`config.mk`:
```
export PLATFORM = sky130hd
export DESIGN_NAME = ch_readout_sequencer
export DESIGN_NICKNAME = d
export VERILOG_FILES = /design/src/rtl/ch_readout_sequencer_pkg.sv /design/src/rtl/readout_word_fifo.sv /design/src/rtl/ch_readout_sequencer.sv
export SDC_FILE = /design/constraint.sdc
export NUM_CORES = 1
export LEC_CHECK = 0
export ABC_AREA = 1
export CORE_MARGIN = 3
export CORE_UTILIZATION = 25
export CTS_CLUSTER_SIZE = 8
export DETAILED_ROUTE_END_ITERATION = 12
export SKIP_CTS_REPAIR_TIMING = 1
export SLEW_MARGIN = 40
export SYNTH_ARGS = -nofsm -noshare
export SYNTH_HDL_FRONTEND = slang
export SYNTH_SLANG_ARGS = --single-unit
```
`constraint.sdc`:
```
create_clock -name SPI_CLK -period 2 [get_ports SPI_CLK]
set_input_delay 0.5 -clock SPI_CLK [delete_from_list [all_inputs] [get_ports SPI_CLK]]
set_output_delay 0.5 -clock SPI_CLK [all_outputs]
set_load 0.005 [all_outputs]
```
`src/rtl/ch_readout_sequencer_pkg.sv`:
```
// Shared state encoding, register tags and width helpers for the channel readout sequencer.
package ch_readout_sequencer_pkg;

  typedef enum logic [2:0] {
    RDO_IDLE,
    RDO_WAIT_SLOT,
    RDO_SETUP,
    RDO_SHIFT,
    RDO_PUSH,
    RDO_FINISH
  } rdo_state_t;

  localparam logic [2:0] REG_CA   = 3'd0;
  localparam logic [2:0] REG_CB   = 3'd1;
  localparam logic [2:0] REG_CC   = 3'd2;
  localparam logic [2:0] REG_CD   = 3'd3;
  localparam logic [2:0] REG_CE   = 3'd4;
  localparam logic [2:0] REG_TCNT = 3'd5;
  localparam int         NUM_REGS = 6;

  // One FIFO entry is {data, channel tag, register tag}.
  function automatic int fifo_width(input int word_w, input int num_ch);
    return word_w + $clog2(num_ch) + 3;
  endfunction

endpackage

```
`src/rtl/readout_word_fifo.sv`:
```
// Synchronous word FIFO with a registered head and an occupancy count.
module readout_word_fifo #(
  parameter int WIDTH = 16,
  parameter int DEPTH = 4
) (
  input  logic                       clk_i,
  input  logic                       rst_i,
  input  logic                       push_i,
  input  logic [WIDTH-1:0]           push_data_i,
  input  logic                       pop_i,
  output logic [WIDTH-1:0]           head_o,
  output logic                       valid_o,
  output logic [$clog2(DEPTH+1)-1:0] count_o
);

  localparam int PTR_W = $clog2(DEPTH);
  localparam int CNT_W = $clog2(DEPTH + 1);
  localparam logic [CNT_W-1:0] FULL = CNT_W'(DEPTH);

  logic [WIDTH-1:0] mem_q [DEPTH];
  logic [PTR_W-1:0] wr_ptr_q, wr_ptr_d;
  logic [PTR_W-1:0] rd_ptr_q, rd_ptr_d;
  logic [CNT_W-1:0] count_q, count_d;
  logic [WIDTH-1:0] head_q, head_d;
  logic             push_ok, pop_ok;

  always_comb begin
    pop_ok   = pop_i && (count_q != '0);
    push_ok  = push_i && ((count_q != FULL) || pop_ok);
    wr_ptr_d = push_ok ? wr_ptr_q + 1'b1 : wr_ptr_q;
    rd_ptr_d = pop_ok ? rd_ptr_q + 1'b1 : rd_ptr_q;
    count_d  = count_q;
    if (push_ok && !pop_ok) begin
      count_d = count_q + 1'b1;
    end else if (pop_ok && !push_ok) begin
      count_d = count_q - 1'b1;
    end
    // The head register looks ahead; a word written into the head slot bypasses memory.
    head_d = head_q;
    if (count_d != '0) begin
      head_d = (push_ok && (wr_ptr_q == rd_ptr_d)) ? push_data_i : mem_q[rd_ptr_d];
    end
  end

  always_ff @(posedge clk_i) begin
    if (push_ok) begin
      mem_q[wr_ptr_q] <= push_data_i;
    end
  end

  always_ff @(posedge clk_i or posedge rst_i) begin
    if (rst_i) begin
      wr_ptr_q <= '0;
      rd_ptr_q <= '0;
      count_q  <= '0;
      head_q   <= '0;
    end else begin
      wr_ptr_q <= wr_ptr_d;
      rd_ptr_q <= rd_ptr_d;
      count_q  <= count_d;
      head_q   <= head_d;
    end
  end

  assign head_o  = head_q;
  assign valid_o = (count_q != '0);
  assign count_o = count_q;

endmodule

```
`src/rtl/ch_readout_sequencer.sv`:
```
// Walks every channel/register, deserialises CNT_SER into tagged words and queues them for SPI tx.
// state     | meaning
// IDLE      | waiting for READOUT_REQ
// WAIT_SLOT | waiting for a free FIFO slot before selecting the next register
// SETUP     | select settling time before the first serial bit
// SHIFT     | sampling WORD_W serial bits, MSB first
// PUSH      | writing the tagged word, advancing reg/ch
// FINISH    | DONE pulse, INST_READOUT dropped
module ch_readout_sequencer
  import ch_readout_sequencer_pkg::*;
#(
  parameter int NUM_CH     = 6,
  parameter int WORD_W     = 10,
  parameter int SETTLE     = 2,
  parameter int FIFO_DEPTH = 4
) (
  input  logic                      SPI_CLK,
  input  logic                      RST,
  input  logic                      READOUT_REQ,
  input  logic [NUM_CH-1:0]         CNT_SER,
  output logic                      INST_READOUT,
  output logic [2:0]                SELECT_REG,
  output logic [$clog2(NUM_CH)-1:0] CH_SEL,
  output logic [WORD_W-1:0]         WORD_DATA,
  output logic [$clog2(NUM_CH)-1:0] WORD_CH,
  output logic [2:0]                WORD_REG,
  output logic                      WORD_VALID,
  input  logic                      WORD_READY,
  output logic                      BUSY,
  output logic                      DONE
);

  localparam int CH_W    = $clog2(NUM_CH);
  localparam int FW      = fifo_width(WORD_W, NUM_CH);
  localparam int CNT_W   = $clog2(FIFO_DEPTH + 1);
  localparam int TMR_MAX = (WORD_W > SETTLE) ? WORD_W : SETTLE;
  localparam int TMR_W   = $clog2(TMR_MAX);

  localparam logic [TMR_W-1:0] SHIFT_LOAD = TMR_W'(WORD_W - 1);
  localparam logic [TMR_W-1:0] SETUP_LOAD = TMR_W'((SETTLE > 1) ? SETTLE - 2 : 0);
  localparam logic [CH_W-1:0]  LAST_CH    = CH_W'(NUM_CH - 1);
  localparam logic [2:0]       LAST_REG   = 3'(NUM_REGS - 1);
  localparam logic [CNT_W-1:0] FIFO_FULL  = CNT_W'(FIFO_DEPTH);

  rdo_state_t        state_q;
  logic [CH_W-1:0]   ch_q;
  logic [2:0]        reg_q;
  logic [TMR_W-1:0]  tmr_q;
  logic [WORD_W-1:0] shift_q;
  logic              inst_q;
  logic              busy_q;
  logic              done_q;
  logic [2:0]        sel_reg_q;
  logic [CH_W-1:0]   sel_ch_q;

  logic [FW-1:0]     head;
  logic [CNT_W-1:0]  fifo_count;
  logic              fifo_valid;
  logic              pop;
  logic              push;
  logic              slot_free;

  assign pop       = fifo_valid && WORD_READY;
  assign push      = (state_q == RDO_PUSH);
  // A pop in the same cycle frees a slot; the reserved slot stays free until PUSH.
  assign slot_free = (fifo_count != FIFO_FULL) || pop;

  always_ff @(posedge SPI_CLK or posedge RST) begin
    if (RST) begin
      state_q   <= RDO_IDLE;
      ch_q      <= '0;
      reg_q     <= REG_CA;
      tmr_q     <= '0;
      shift_q   <= '0;
      inst_q    <= 1'b0;
      busy_q    <= 1'b0;
      done_q    <= 1'b0;
      sel_reg_q <= REG_CA;
      sel_ch_q  <= '0;
    end else begin
      done_q <= 1'b0;
      case (state_q)
        RDO_IDLE: begin
          if (READOUT_REQ) begin
            state_q <= RDO_WAIT_SLOT;
            ch_q    <= '0;
            reg_q   <= REG_CA;
            inst_q  <= 1'b1;
            busy_q  <= 1'b1;
          end
        end
        RDO_WAIT_SLOT: begin
          if (slot_free) begin
            sel_reg_q <= reg_q;
            sel_ch_q  <= ch_q;
            if (SETTLE > 1) begin
              state_q <= RDO_SETUP;
              tmr_q   <= SETUP_LOAD;
            end else begin
              state_q <= RDO_SHIFT;
              tmr_q   <= SHIFT_LOAD;
            end
          end
        end
        RDO_SETUP: begin
          if (tmr_q == '0) begin
            state_q <= RDO_SHIFT;
            tmr_q   <= SHIFT_LOAD;
          end else begin
            tmr_q <= tmr_q - 1'b1;
          end
        end
        RDO_SHIFT: begin
          shift_q <= {shift_q[WORD_W-2:0], CNT_SER[sel_ch_q]};
          if (tmr_q == '0) begin
            state_q <= RDO_PUSH;
          end else begin
            tmr_q <= tmr_q - 1'b1;
          end
        end
        RDO_PUSH: begin
          if (reg_q == LAST_REG) begin
            reg_q <= REG_CA;
            if (ch_q == LAST_CH) begin
              state_q <= RDO_FINISH;
              inst_q  <= 1'b0;
              done_q  <= 1'b1;
            end else begin
              ch_q    <= ch_q + 1'b1;
              state_q <= RDO_WAIT_SLOT;
            end
          end else begin
            reg_q   <= reg_q + 1'b1;
            state_q <= RDO_WAIT_SLOT;
          end
        end
        RDO_FINISH: begin
          state_q <= RDO_IDLE;
          busy_q  <= 1'b0;
        end
        default: state_q <= RDO_IDLE;
      endcase
    end
  end

  readout_word_fifo #(
    .WIDTH (FW),
    .DEPTH (FIFO_DEPTH)
  ) u_fifo (
    .clk_i       (SPI_CLK),
    .rst_i       (RST),
    .push_i      (push),
    .push_data_i ({shift_q, sel_ch_q, sel_reg_q}),
    .pop_i       (pop),
    .head_o      (head),
    .valid_o     (fifo_valid),
    .count_o     (fifo_count)
  );

  assign INST_READOUT = inst_q;
  assign SELECT_REG   = sel_reg_q;
  assign CH_SEL       = sel_ch_q;
  assign BUSY         = busy_q;
  assign DONE         = done_q;
  assign WORD_DATA    = head[FW-1 -: WORD_W];
  assign WORD_CH      = head[3 +: CH_W];
  assign WORD_REG     = head[2:0];
  assign WORD_VALID   = fifo_valid;

endmodule

```
Yosys cells after proc, flatten, opt, wreduce, memory -nomap -nowiden
Memory sizes are Yosys's and may differ from the RTL's. A register that Yosys moved wholly into a read port is not among the register bits.
Cells that the tools add are included.
{ "word_totals": {"memories": 1, "ramBits": 64, "word_cells": 93, "regBits": 39, "input_bits": 10, "output_inout_bits": 26} }
{ "memory_table": {"columns": ["memory", "depth", "width", "rd", "rd_clocked_by_memory_dff", "wr", "line_no", "rtl"], "rows": [
  ["u_fifo.mem_q", 4, 16, 1, 1, 1, "readout_word_fifo.sv:20", "logic [WIDTH-1:0] mem_q [DEPTH];"]
]} }
{ "classes": {"n_addsub": 7, "n_eq_ne": 16, "order_cmp": 1, "mux": 32, "reduce_logical": 23} }
{ "op_table": {"columns": ["op", "n"], "rows": [
  ["two-way mux 3 bit", 12],
  ["!= test 2 bit, second input constant", 8],
  ["one-hot mux 3 bit (5 select lines)", 1],
  ["equality test 3 bit, second input constant", 4],
  ["two-way mux 4 bit", 3],
  ["one-hot mux 3 bit (2 select lines)", 2],
  ["one-hot mux 4 bit (3 select lines)", 1],
  ["AND reduction 4 bit", 3],
  ["adder 3 x 1 -> 3 bit, second input constant", 3],
  ["two-way mux 1 bit", 9],
  ["nonzero test 3 bit", 3],
  ["equality test 3 x 2 -> 1 bit, second input constant", 2],
  ["AND reduction 2 bit", 3],
  ["logical AND 1 bit", 5],
  ["adder 2 x 1 -> 2 bit, second input constant", 2],
  ["zero test 4 bit", 1],
  ["< comparator 3 x 4 -> 1 bit, second input constant", 1],
  ["one-hot mux 1 bit (2 select lines)", 2],
  ["nonzero test 2 bit", 2],
  ["subtractor 4 x 1 -> 4 bit, second input constant", 1],
  ["binary-select mux 1 bit (select 3 bit)", 1],
  ["equality test 3 x 1 -> 1 bit, second input constant", 1],
  ["zero test 3 bit", 1],
  ["!= test 3 bit, second input constant", 1],
  ["5 further kinds", 7]
]} }

Depth between registers and ports, before layout
{ "logic_depth": {"depth_word": 10, "mapped_depth": 14} }

By module
From an unflattened synthesis, not the netlist that was laid out.
{ "unflattened": {"hier_cells": 670, "area_unflattened_um2": 6092.1} }
{ "modules_own_cells": {"columns": ["mod", "seq_area_each_um2", "cells_each", "area_per_inst_um2", "n_inst"], "rows": [
  ["readout_word_fifo", 2497.4, 463, 4455.5, 1],
  ["ch_readout_sequencer", 800.8, 207, 1636.6, 1]
]} }

Worst setup path after synthesis
OpenSTA, ideal clock, no wires.
{ "synth_timing": {"path_type": "register to register", "from": "register u_fifo.count_q[0], in the netlist u_fifo.count_o[0]", "to": "memory u_fifo.mem_q[0][0], enable pin", "setup_ns": 0.389, "arrival_time_ns": 1.776, "required_ns": 1.611, "path_buffers": 0, "slack_ns": -0.164, "path_stages_with_launch": 6, "path_cell_list": "dfrtp_1 > inv_1 > ha_1 > nand3_1 > nand2_2 > nor2_1"} }
{ "synth_between": {"elab_chain_cells": 7, "word_cells_on_any_way": 8, "cone_classes": "1 x eq/ne; 2 x mux; 5 x reduce/logical"} }
{ "synth_rtl": {"columns": ["item", "line_no", "rtl"], "rows": [
  ["from (decl)", "readout_word_fifo.sv:23", "logic [CNT_W-1:0] count_q, count_d;"],
  ["from (signal assigned)", "readout_word_fifo.sv:60", "count_q <= count_d;"],
  ["nonzero test 3 bit", "readout_word_fifo.sv:28, readout_word_fifo.sv:66", null],
  ["logical AND 1 bit", "ch_readout_sequencer.sv:63", "assign pop = fifo_valid && WORD_READY;"],
  ["logical AND 1 bit", "readout_word_fifo.sv:28", "pop_ok = pop_i && (count_q != '0);"],
  ["logical OR 1 bit (*)", "readout_word_fifo.sv:29", "push_ok = push_i && ((count_q != FULL) || pop_ok);"],
  ["logical AND 1 bit (*)", "readout_word_fifo.sv:29", null],
  ["two-way mux 1 bit (*)", "readout_word_fifo.sv:46", "if (push_ok) begin"],
  ["two-way mux 1 bit (implied by the code) (*)", "readout_word_fifo.sv:47", "mem_q[wr_ptr_q] <= push_data_i;"],
  ["to (decl)", "readout_word_fifo.sv:20", null]
]} }
Every way passes the cells marked *; elsewhere a longest branch is shown, timed or not.

Final worst setup path
{ "layout_timing": {"from": "register sel_reg_q[0], in the netlist SELECT_REG[0]", "to": "output SELECT_REG[0]"} }
{ "layout_lines": {"columns": ["item", "line_no", "rtl"], "rows": [
  ["from (decl)", "ch_readout_sequencer.sv:53", "logic [2:0] sel_reg_q;"],
  ["from (signal assigned)", "ch_readout_sequencer.sv:94", "sel_reg_q <= reg_q;"],
  ["to (decl)", "ch_readout_sequencer.sv:22", "output logic [2:0] SELECT_REG,"]
]} }
No word-level cell between the ends.

==> flow_summary_export.csv <==
group,metric,value,unit
critical_path,crit_end,"SELECT_REG[0]",
clock_tree,clockBufferDepth,2,
yosys,yosysTopAreaCell,"edfxtp_1",
drt,vias,4244,
timing,min_period,1.91,ns
critical_path,end_kind,"output pin",
timing,timing.final.crit_share,95.5,%
timing,fmax,524,MHz
floorplanning,dieArea,24700,µm²
critical_path,slowest_delay,0.53,ns
job,cap_violations,0,
global_route,grt_max_degree,56,
pwr,peakVddDrop,0.569,mV
placed_design,placed_cell_area,6740,µm²
clock_tree,htreeDepth,4,
floorplanning,coreArea,22200,µm²
global_route,grt_usage,11.8,%
floorplanning,num_rows,54,
yosys,yosys_register_bits,119,
clock_tree,insertion_delay,0.41,ns
yosys,yosysUniqueCellTypes,33,
placed_design,placed_cells,958,
drt,dr.pass1.iters,4,
placed_design,io_buffers,35,
floorplanning,dieWidth,157,µm
layout,n_fill_cell,2267,
yosys,synthesis.area,5720,µm²
critical_path,r2r.worst_path.cells,13,
clock_tree,cts_tree,"done",
drt,drt-wirelength-per-cell,13.7,µm
critical_path,cpLargestDelayFamily,"buffers and inverters",
critical_path,arrival,1.41,ns
timing,setup_slack,0.0901,ns
timing,fin_skew,0.00871,ns
yosys,syn-num-nets,644,
global_route,met2_usage,17.7,%
drt,drtIter0Drc,335,
critical_path,worst-endpoint-required,1.50,ns
critical_path,rrSetupSlack,0.18,ns
timing,setup_viol_count_final,0,
yosys,synthCells,623,
clock_tree,path_clk_slew,0.06,ns
pwr,p_per_area,1640,nW/µm²
critical_path,rr_endpoint,"u_fifo.head_o[8]$_DFFE_PP0P_",
placed_design,gp_congestion,0.797,
yosys,synth_top_area_share,33.6,%
layout,multiInputGateArea,1960,µm²
clock_tree,numCtsBuffers,17,
drt,final_antenna_net_count,0,
critical_path,worstSetupStartpointType,"flop",
drt,wirelength,13600,µm
floorplanning,die_h,157,µm
yosys,synth_seq_area_share,57.6,%
global_route,antenna_found_initial,0,
timing,slew_violations,0,
yosys,yosys-top-cells-area,"edfxtp_1 34%, dfrtp_1 24%, nand2_1 11%",
critical_path,cp_slowest_cell,"clkdlybuf4s50_1",
pwr,p_leak,0.00346,µW
floorplanning,initial_core_util,25.8,%
layout,final_layout_size_suffix_gt1_share,14.6,%
global_route,met3_usage,3.08,%
yosys,avgSynthCellArea,9.19,µm²
clock_tree,cts-root-buf,"clkbuf_16",
critical_path,cp.depth,1,
drt,vias_per_cell,4.28,
layout,n_antenna_cell,0,
outcome,status,"finished clean",
timing,final_hold_viol_count,0,
layout,regArea,3300,µm²
layout,syn2layout_area_growth,29.9,%
placed_design,place_ws,-0.376,ns
timing,slew_headroom,72.7,%
yosys,ys_warn_count,0,
global_route,grt-ovfl-total,0,
floorplanning,io_pins,36,
layout,stdcell_count,991,
timing,worstMarginPinSlew,0.407,ns
min_path,hp-class,"primary input to async pin",
clock_tree,cts_sinks,119,
critical_path,cp-startpoint,"SELECT_REG[0]$_DFFE_PP0P_",
critical_path,r2r-start,"u_fifo.count_o[0]$_DFF_PP0_",
layout,final_area,7430,µm²
critical_path,crit_type,"flop to output pin",
placed_design,hpwl,9480,µm
global_route,grt_pass1_vias,4320,
layout,fin_nets,719,
global_route,grt_pass1_wl,23100,µm
critical_path,cp_cell_sequence,"clkdlybuf4s50_1",
critical_path,crit_buf_inv,1,
critical_path,path_max_fanout,7,
global_route,globalRouteMet1Util,16.9,%
drt,drc,0,
timing,rsz0062_at_grt,"no",
global_route,top_usage_layer,"met2",
layout,mostFrequentLayoutCells,"172 x nand2_1, 97 x inv_1, 94 x nand3_1, 64 x edfxtp_1, 52 x dfrtp_1",
layout,final_common_cell,"nand2_1",
==> state kept, by name (all words and copies together), names as in the netlist <==
name             count
INST_READOUT         1
u_fifo.head_o       16
u_fifo.rd_ptr_q      2
DONE                 1
shift_q             10
u_fifo.wr_ptr_q      2
reg_q                3
state_q              3
CH_SEL               3
BUSY                 1
SELECT_REG           3
u_fifo.count_o       3
u_fifo.mem_q        64
tmr_q                4
ch_q                 3
==> synthesized netlist by cell type, drive strengths merged <==
cell type	n
a21oi	5
o21a	1
a31oi	1
nor2	19
mux2i	1
clkbuf	6
nor3	4
buf	14
o211ai	3
xor2	4
edfxtp	64
ha	11
nand2	188
o22ai	4
nand4	16
nand3	97
dfrtp	55
o21ai	21
inv	105
o31ai	1
clkinv	3
==> through the flow <==
| step | util (%) | hold WS [ns] | TNS, ns | total power [µW] |
|---|---|---|---|---|
| finish | 33.5 | 0.480 | 0 | 12200 |
| global route | 33.5 | 0.493 | 0 | 13200 |
| CTS | 33.2 | 0.482 | -1.01 | 12200 |
| detailed placement | 30.4 | 0.478 | -20.37 | 8900 |
| global placement | 30.4 | 0.468 | -18.39 | 8800 |
| floorplan | - | 0.452 | -10.52 | 6820 |
==> cell type report <==
class                   count  share of cell area (%)
well taps                 280                    4.71
repair buffers             75                    10.6
clock buffers              20                    6.01
inverters                 108                    5.57
flip-flops and latches    119                    44.4
clock inverters            12                    2.42
multi-input cells         377                    26.3
==> power breakdown <==
group	leakage [µW]	internal, µW	switching (µW)
Combinational	0.00189	2140	2980
Clock	0.000308	2220	1050
Sequential	0.00126	3280	548
Total	0.00346	7640	4580
==> routing by layer <==
metal  part of all wire [%]  vias up  wire, µm
met1                     49     1961      6630
met4                   0.29        0        40
met5                      0        -         0
met3                    5.8        2       789
li1                       -     2176         -
met2                     45      105      6110
==> worst min path at each step <==
stage,start,cells past startpoint,slack (ns),endpoint
floorplan,tmr_q[1]$_DFFE_PP0P_,2,0.45,tmr_q[1]$_DFFE_PP0P_
global placement,tmr_q[1]$_DFFE_PP0P_,2,0.47,tmr_q[1]$_DFFE_PP0P_
detailed placement,tmr_q[1]$_DFFE_PP0P_,2,0.48,tmr_q[1]$_DFFE_PP0P_
CTS,RST,3,0.48,u_fifo.wr_ptr_q[1]$_DFFE_PP0P_
global route,RST,3,0.49,u_fifo.rd_ptr_q[0]$_DFF_PP0_
finish,RST,3,0.48,u_fifo.wr_ptr_q[0]$_DFFE_PP0P_
==> kinds of logic after synthesis <==
group,count (synthesis),share of synthesized area [%]
simple gates,324,26.2
fa+ha+maj,11,2.40
buf+inv,128,9.09
flops,119,57.6
mux,1,0.175
compound gates,36,3.54
xor+xnor,4,0.940
Power figures use the tool's default switching activity.
